$ cat src/rtl/gpio_in_pkg.sv
`default_nettype none
// +----------------------------------------------------------------------+
// | Module   : gpio_in_pkg                                               |
// | Brief    : Shared types for the GPIO input capture path.             |
// | Revision : 1.0                                                       |
// +----------------------------------------------------------------------+
package gpio_in_pkg;

    localparam int c_MAX_GPIO = 32;

    typedef enum logic [1:0] {
        ST_LO   = 2'd0,
        WAIT_HI = 2'd1,
        ST_HI   = 2'd2,
        WAIT_LO = 2'd3
    } filt_state_e;

    typedef struct packed {
        logic [c_MAX_GPIO-1:0] d;
        logic                  de;
    } gpio_data_in_t;

endpackage
`default_nettype wire

$ cat src/rtl/gpio_in_filter.sv
`default_nettype none
// +----------------------------------------------------------------------+
// | Module   : gpio_in_filter                                            |
// | Brief    : One GPIO channel: pad synchroniser plus debounce filter.  |
// | Revision : 1.0                                                       |
// +----------------------------------------------------------------------+
module gpio_in_filter
    import gpio_in_pkg::*;
#(
    parameter int SYNC_STAGES   = 2,
    parameter int FILTER_CYCLES = 16
) (
    input  logic clk_i,
    input  logic rst_i,
    input  logic pad_i,
    input  logic filter_en_i,
    output logic filt_o
);

    localparam int                 c_CNT_W    = $clog2(FILTER_CYCLES);
    localparam logic [c_CNT_W-1:0] c_CNT_LAST = c_CNT_W'(FILTER_CYCLES - 1);
    localparam logic [c_CNT_W-1:0] c_CNT_ONE  = c_CNT_W'(1);

    logic [SYNC_STAGES-1:0] r_sync;
    logic                   w_sync;
    filt_state_e            r_state;
    filt_state_e            w_state_nxt;
    logic [c_CNT_W-1:0]     r_cnt;
    logic [c_CNT_W-1:0]     w_cnt_nxt;

    always_ff @(posedge clk_i or posedge rst_i) begin
        if (rst_i) begin
            r_sync <= '0;
        end else begin
            r_sync <= {r_sync[SYNC_STAGES-2:0], pad_i};
        end
    end

    assign w_sync = r_sync[SYNC_STAGES-1];

    always_ff @(posedge clk_i or posedge rst_i) begin
        if (rst_i) begin
            r_state <= ST_LO;
            r_cnt   <= '0;
        end else begin
            r_state <= w_state_nxt;
            r_cnt   <= w_cnt_nxt;
        end
    end

    // In bypass the FSM tracks the synchronised level so enabling the filter never glitches.
    always_comb begin
        w_state_nxt = r_state;
        w_cnt_nxt   = r_cnt;
        if (!filter_en_i) begin
            w_state_nxt = w_sync ? ST_HI : ST_LO;
            w_cnt_nxt   = '0;
        end else begin
            case (r_state)
                ST_LO: begin
                    if (w_sync) begin
                        w_state_nxt = WAIT_HI;
                        w_cnt_nxt   = c_CNT_ONE;
                    end
                end
                WAIT_HI: begin
                    if (!w_sync) begin
                        w_state_nxt = ST_LO;
                        w_cnt_nxt   = '0;
                    end else if (r_cnt == c_CNT_LAST) begin
                        w_state_nxt = ST_HI;
                        w_cnt_nxt   = '0;
                    end else begin
                        w_cnt_nxt = r_cnt + c_CNT_ONE;
                    end
                end
                ST_HI: begin
                    if (!w_sync) begin
                        w_state_nxt = WAIT_LO;
                        w_cnt_nxt   = c_CNT_ONE;
                    end
                end
                WAIT_LO: begin
                    if (w_sync) begin
                        w_state_nxt = ST_HI;
                        w_cnt_nxt   = '0;
                    end else if (r_cnt == c_CNT_LAST) begin
                        w_state_nxt = ST_LO;
                        w_cnt_nxt   = '0;
                    end else begin
                        w_cnt_nxt = r_cnt + c_CNT_ONE;
                    end
                end
                default: begin
                    w_state_nxt = ST_LO;
                    w_cnt_nxt   = '0;
                end
            endcase
        end
    end

    assign filt_o = filter_en_i ? ((r_state == ST_HI) || (r_state == WAIT_LO)) : w_sync;

endmodule
`default_nettype wire

$ cat src/rtl/gpio_in_sampler.sv
`default_nettype none
// +----------------------------------------------------------------------+
// | Module   : gpio_in_sampler                                           |
// | Brief    : GPIO input capture: sync/debounce, data_in d/de, edge IRQ.|
// | Revision : 1.0                                                       |
// +----------------------------------------------------------------------+
module gpio_in_sampler
    import gpio_in_pkg::*;
#(
    parameter int NUM_GPIO      = 32,
    parameter int SYNC_STAGES   = 2,
    parameter int FILTER_CYCLES = 16,
    parameter bit DE_ALWAYS     = 1'b0
) (
    input  logic                clk_i,
    input  logic                rst_i,
    input  logic [NUM_GPIO-1:0] cio_gpio_i,
    input  logic [NUM_GPIO-1:0] filter_en_i,
    input  logic [NUM_GPIO-1:0] intr_rise_en_i,
    input  logic [NUM_GPIO-1:0] intr_fall_en_i,
    input  logic [NUM_GPIO-1:0] intr_clr_i,
    output logic [NUM_GPIO-1:0] data_in_d_o,
    output logic                data_in_de_o,
    output logic [NUM_GPIO-1:0] intr_state_o,
    output logic                intr_o
);

    logic [NUM_GPIO-1:0] w_filt;
    logic [NUM_GPIO-1:0] r_d;
    logic [NUM_GPIO-1:0] r_d_q;
    logic                r_de;
    logic [NUM_GPIO-1:0] r_intr;
    logic [NUM_GPIO-1:0] w_rise;
    logic [NUM_GPIO-1:0] w_fall;
    logic [NUM_GPIO-1:0] w_set;
    gpio_data_in_t       w_data_in;

    generate
        for (genvar g = 0; g < NUM_GPIO; g++) begin : g_chan
            gpio_in_filter #(
                .SYNC_STAGES   (SYNC_STAGES),
                .FILTER_CYCLES (FILTER_CYCLES)
            ) u_filter (
                .clk_i       (clk_i),
                .rst_i       (rst_i),
                .pad_i       (cio_gpio_i[g]),
                .filter_en_i (filter_en_i[g]),
                .filt_o      (w_filt[g])
            );
        end
    endgenerate

    assign w_rise = r_d & ~r_d_q;
    assign w_fall = ~r_d & r_d_q;
    assign w_set  = (w_rise & intr_rise_en_i) | (w_fall & intr_fall_en_i);

    // de is registered alongside d so it marks the first cycle a new value is visible.
    always_ff @(posedge clk_i or posedge rst_i) begin
        if (rst_i) begin
            r_d    <= '0;
            r_d_q  <= '0;
            r_de   <= 1'b0;
            r_intr <= '0;
        end else begin
            r_d    <= w_filt;
            r_d_q  <= r_d;
            r_de   <= DE_ALWAYS ? 1'b1 : |(w_filt ^ r_d);
            r_intr <= (r_intr & ~intr_clr_i) | w_set;
        end
    end

    always_comb begin
        w_data_in                   = '0;
        w_data_in.d[NUM_GPIO-1:0]   = r_d;
        w_data_in.de                = r_de;
    end

    assign data_in_d_o  = w_data_in.d[NUM_GPIO-1:0];
    assign data_in_de_o = w_data_in.de;
    assign intr_state_o = r_intr;
    assign intr_o       = |r_intr;

endmodule
`default_nettype wire

$ cat config.mk
export PLATFORM = sky130hd
export DESIGN_NAME = gpio_in_sampler
export DESIGN_NICKNAME = d
export VERILOG_FILES = /design/src/rtl/gpio_in_pkg.sv /design/src/rtl/gpio_in_filter.sv /design/src/rtl/gpio_in_sampler.sv
export SDC_FILE = /design/constraint.sdc
export NUM_CORES = 1
export LEC_CHECK = 0
export ABC_AREA = 0
export CORE_MARGIN = 5
export CORE_UTILIZATION = 57
export DETAILED_ROUTE_END_ITERATION = 10
export PLACE_DENSITY = 0.9
export SETUP_SLACK_MARGIN = 0.3
export SYNTH_ARGS = -nofsm -noshare
export SYNTH_HDL_FRONTEND = slang
export SYNTH_SLANG_ARGS = --single-unit
$ cat constraint.sdc
create_clock -name clk_i -period 33 [get_ports clk_i]
set_input_delay 3.3 -clock clk_i [delete_from_list [all_inputs] [get_ports clk_i]]
set_output_delay 3.3 -clock clk_i [all_outputs]
set_load 0.05 [all_outputs]
Word level (Yosys, flattened, before mapping)
Index checks and enable logic that the tools add are counted.
{"block": "op_classes", "n_addsub": 32, "mul": 0, "div": 0, "magnitude_cmp": 0, "eq_ne": 256, "shift": 0, "n_mux": 544, "bitwise_logic": 11, "reduce_logical": 130}
{"operator": "$mux W4", "count": 192}
{"operator": "$mux W2", "count": 256}
{"operator": "$pmux W4 S4", "count": 32}
{"operator": "$pmux W2 S4", "count": 32}
{"operator": "$and A32 B32 Y32", "count": 5}
{"operator": "$add A4 B1 Y4 const B", "count": 32}
{"operator": "$eq A2 B2 Y1 const B", "count": 64}
{"operator": "$eq A4 B4 Y1 const B", "count": 32}
{"operator": "$ne A4 B2 Y1 const B", "count": 32}
{"operator": "$ne A4 B4 Y1 const B", "count": 32}
{"operator": "$reduce_and A4 Y1", "count": 32}
{"operator": "$ne A3 B2 Y1 const B", "count": 32}
{"operator": "$ne A3 B3 Y1 const B", "count": 32}
{"operator": "$not A32 Y32", "count": 3}
{"operator": "$eq A2 B1 Y1 const B", "count": 32}
{"operator": "$logic_not A2 Y1", "count": 32}
{"operator": "$or A32 B32 Y32", "count": 2}
{"operator": "$reduce_and A2 Y1", "count": 32}
{"operator": "$reduce_or A32 Y1", "count": 2}
{"operator": "$logic_or A1 B1 Y1", "count": 32}
{"operator": "$mux W1", "count": 32}
{"operator": "$xor A32 B32 Y32", "count": 1}
{"block": "totals", "regBits": 353, "latch_bits": 0, "ram_bits": 0, "romBits": 0, "input_bits": 162, "output_inout_bits": 66, "word_cells": 1073, "mem_count": 0}

Longest topological paths before layout
{"block": "depth", "word_depth": 5, "ltp_mapped": 6, "ltp_nobuf": 6}

Hierarchy
From an unflattened synthesis, not the netlist that was laid out.
{"block": "unflattened", "cells_unflattened": 1335, "hier_area_um2": 15581.2}
{"module": "gpio_in_filter at g_chan[0].u_filter ...", "instances": 31, "cells_each": 33, "area_each_um2": 372.9, "seq_area_each_um2": 200.2}
{"module": "gpio_in_sampler", "instances": 1, "cells_each": 280, "area_each_um2": 3644.7, "seq_area_each_um2": 2427.3}
{"module": "gpio_in_filter at g_chan[2].u_filter", "instances": 1, "cells_each": 32, "area_each_um2": 377.9, "seq_area_each_um2": 200.2}

Worst setup path after synthesis
OpenSTA, ideal clock, no wires.
{"block": "synth_path", "path_type": "reg-to-output", "start": "register r_intr[5], in the netlist intr_state_o[5]", "end": "output port intr_o", "t_arrival_ns": 1.402, "required_ns": 29.700, "setup_slack_ns": 28.298, "stages_incl_launch_ff": 4, "path_cell_list": "dfrtp_1 -> nor4_1 -> nand4_1 -> or2_2"}
{"block": "synth_via", "elab_chain_cells": 1}
{"element": "from (decl)", "line_no": "gpio_in_sampler.sv:32", "source": "logic [NUM_GPIO-1:0] r_intr;"}
{"element": "from (signal assigned)", "line_no": "gpio_in_sampler.sv:68", "source": "r_intr <= (r_intr & ~intr_clr_i) | w_set;"}
{"element": "$reduce_or A32 Y1", "line_no": "gpio_in_sampler.sv:81", "source": "assign intr_o = |r_intr;"}
{"element": "to (decl)", "line_no": "gpio_in_sampler.sv:25", "source": "output logic intr_o"}
No other way between the ends.

Final worst setup path
{"block": "layout_path", "start": "register r_intr[6], in the netlist intr_state_o[6]", "end": "output port intr_o"}
The elaborated chain is that of the path after synthesis.

==> impl_metrics.ini <==
[cells_and_area]
layout_commonest_cell = dfrtp_1
syn2layout_area_growth_pct = 25.2
seqCellArea_um2 = 8830
multiInputGateArea_um2 = 6580
layout-drive-gt1-share_pct = 9.05
nNetsFinal = 1770
fin_area_um2 = 19400
fillers = 1771
fin_cells = 1946
mostFrequentLayoutCells = 353 x dfrtp_1, 227 x clkdlybuf4s50_1, 89 x nand2_1, 77 x nor2b_1, 75 x nand3_1

[setup_path]
crit-reg2reg-launch = g_chan[29].u_filter.r_sync[1]$_DFF_PP0_
cp.arrival_ps = 2980
critPathMaxFanout = 3
start_kind = flip-flop
criticalPathCategory = flip-flop to primary output
worstSetupStartpoint = intr_state_o[6]$_DFF_PP0_
end_kind = primary output
required_ps = 29700

[floorplanning]
chipWidth_um = 175
chipHeight_um = 175
core_area_um2 = 26900
initial_core_util_pct = 57.6
dieArea_um2 = 30600
row_count = 60
ioPinCount = 228

[synth]
ys_seq_elements = 353
seq_area_frac_synth_pct = 57.1
synth_area_um2 = 15500
synth_edf_count = 0
synth_cells = 1313
synth_nets = 1507
synthFlopType = dfrtp_1
yosys_warnings = 0
synth-async-reset-ratio_pct = 100
avgSynthCellArea_um2 = 11.8
synth_cell_type_count = 47

[sta]
slew_headroom_pct = 34.4
period_share_pct = 19.0
finalSetupViolCount = 0
hold_violations = 0
setup_tns_ps = 0
worst_pin_slew_ps = 984
layout_min_cycle_time_ps = 6280
hold_slack_ps = 342
fin_worst_skew_ps = 11.6
fmax_mhz = 159
rsz0062_at_grt = false
report.final.slew_viol_count = 0

[clocking]
clock-sinks = 353
ctsHtreeMaxLevel = 2
tritoncts = done
clk_latency_ps = 510
clockBufferDepth = 3
cts_made_buffers = 38
ctsResizeCount = 0
clkTransAtPathRegs_ps = 60
postCtsHoldBufs = 0
cts_root_buf = clkbuf_16
cts_setup_buffers = 0

[power_and_ir_drop]
p_leak_nw = 8.30
powerDensity_nw_per_um2 = 60.8
ir_drop_uv = 40.3

[grt]
antenna_found_initial = 7
grtUsageTotal_pct = 24.1
grt_pass1_vias = 11800
grt_max_degree = 192
overflow = 0
grt_pass1_wl_mm = 59.6

[min_path]
hold_start = g_chan[29].u_filter.r_sync[0]$_DFF_PP0_
hold_class = flip-flop to flip-flop

[placed_design]
routabilityCongestion = 0.838
portBuffers = 227
dp_hpwl_mm = 26.1
dpl-instance-area_um2 = 18200
dp_cells = 1877

[flow_run]
cap_viol_max_count = 0

[routing]
vias = 11200
viasPerCell = 5.77
wire_per_inst_um = 18.9
dr.first_iter.drc_count = 721
drt_first_pass_iters = 8
drt_wl_total_mm = 36.7
ant_nets = 0
drc_errors = 0

[outcome]
status = finished, final reports clean
==> path summary, 6_finish.rpt <==
kind                                                             to  slack [ps]  cells past startpoint
max in group asynchronous                       r_d_q[23]$_DFF_PP0_       28180                      3
min in group asynchronous  g_chan[14].u_filter.r_cnt[3]$_DFFE_PP0P_        3310                      2
setup / recovery                                             intr_o       26720                      4
setup reg to reg                             data_in_de_o$_DFF_PP0_       31010                      5
hold / removal              g_chan[29].u_filter.r_sync[1]$_DFF_PP0_         340                      0
hold reg to reg             g_chan[29].u_filter.r_sync[1]$_DFF_PP0_         340                      0
==> stage by stage <==
stage          util [%]  setup slack, ps  total power, mW
5_1_grt            72.1            26720             1.23
3_5_place_dp       67.7            27310            0.778
6_report           72.1            26720             1.18
4_1_cts            72.1            26750             1.19
2_1_floorplan         -            19910            0.683
3_3_place_gp       67.7            27310            0.767
==> layout make-up <==
| class | instances | area share [%] |
|---|---|---|
| inverters | 12 | 0.271 |
| clock inverters | 10 | 0.407 |
| flip-flops and latches | 353 | 45.6 |
| well taps | 341 | 2.20 |
| diodes | 3 | 0.0387 |
| multi-input cells | 942 | 33.9 |
| repair buffers | 229 | 11.9 |
| clock buffers | 56 | 5.72 |
==> registers in the layout (all words and copies together), names as in the netlist, named ones only <==
signal	cells
data_in_de_o	1
r_d_q	32
intr_state_o	32
g_chan.u_filter.r_cnt	128
g_chan.u_filter.r_state	32
data_in_d_o	32
g_chan.u_filter.r_sync	64
==> layer usage <==
metal / up-vias / part of all wire (%) / GRT usage [%]
li1: 5263 / - / -
met1: 5502 / 40 / 29.1
met2: 346 / 49 / 41.3
met3: 102 / 7.8 / 7.05
met4: 10 / 3.6 / 8.74
met5: - / 0.19 / 0
==> synthesized netlist by cell type (31+ instances only) <==
cell	n	area share, %
xnor2_1	31	1.8
o21ai_0	32	1.0
nor3b_1	51	2.5
nand2b_1	51	2.1
mux2_2	54	3.9
ha_1	32	2.6
xor2_1	57	3.2
a31oi_1	52	2.1
nand2_1	89	2.2
dfrtp_1	353	57
o211ai_1	32	1.6
nand3b_1	36	1.7
nor2_1	47	1.1
nand3_1	75	2.4
nor2b_1	77	3.1
==> critical path, stage by stage (launching register included) <==
cell	delay [ps]
dfrtp_1	420
nor4_1	770
nand4_1	170
or2_2	330
clkdlybuf4s50_1	780
==> cell families after synthesis <==
family                   after synthesis  share of synthesized area (%)
adder cells (fa/ha/maj)               32                           2.59
multiplexers                          64                           4.68
AO/OA/AOI/OAI                        220                           9.37
AND/OR/NAND/NOR                      520                           19.0
flip-flops                           353                           57.1
buffers and inverters                 18                          0.436
XOR/XNOR                             106                           6.87
==> where the power goes <==
part / switching [mW] / leakage (nW) / total (mW) / internal, mW
Clock: 0.165 / 0.593 / 0.406 / 0.240
Sequential: 0.0570 / 4.42 / 0.538 / 0.481
Combinational: 0.138 / 3.29 / 0.235 / 0.0972
Total: 0.360 / 8.30 / 1.18 / 0.819
No activity file was read; power rests on OpenSTA's default activity.
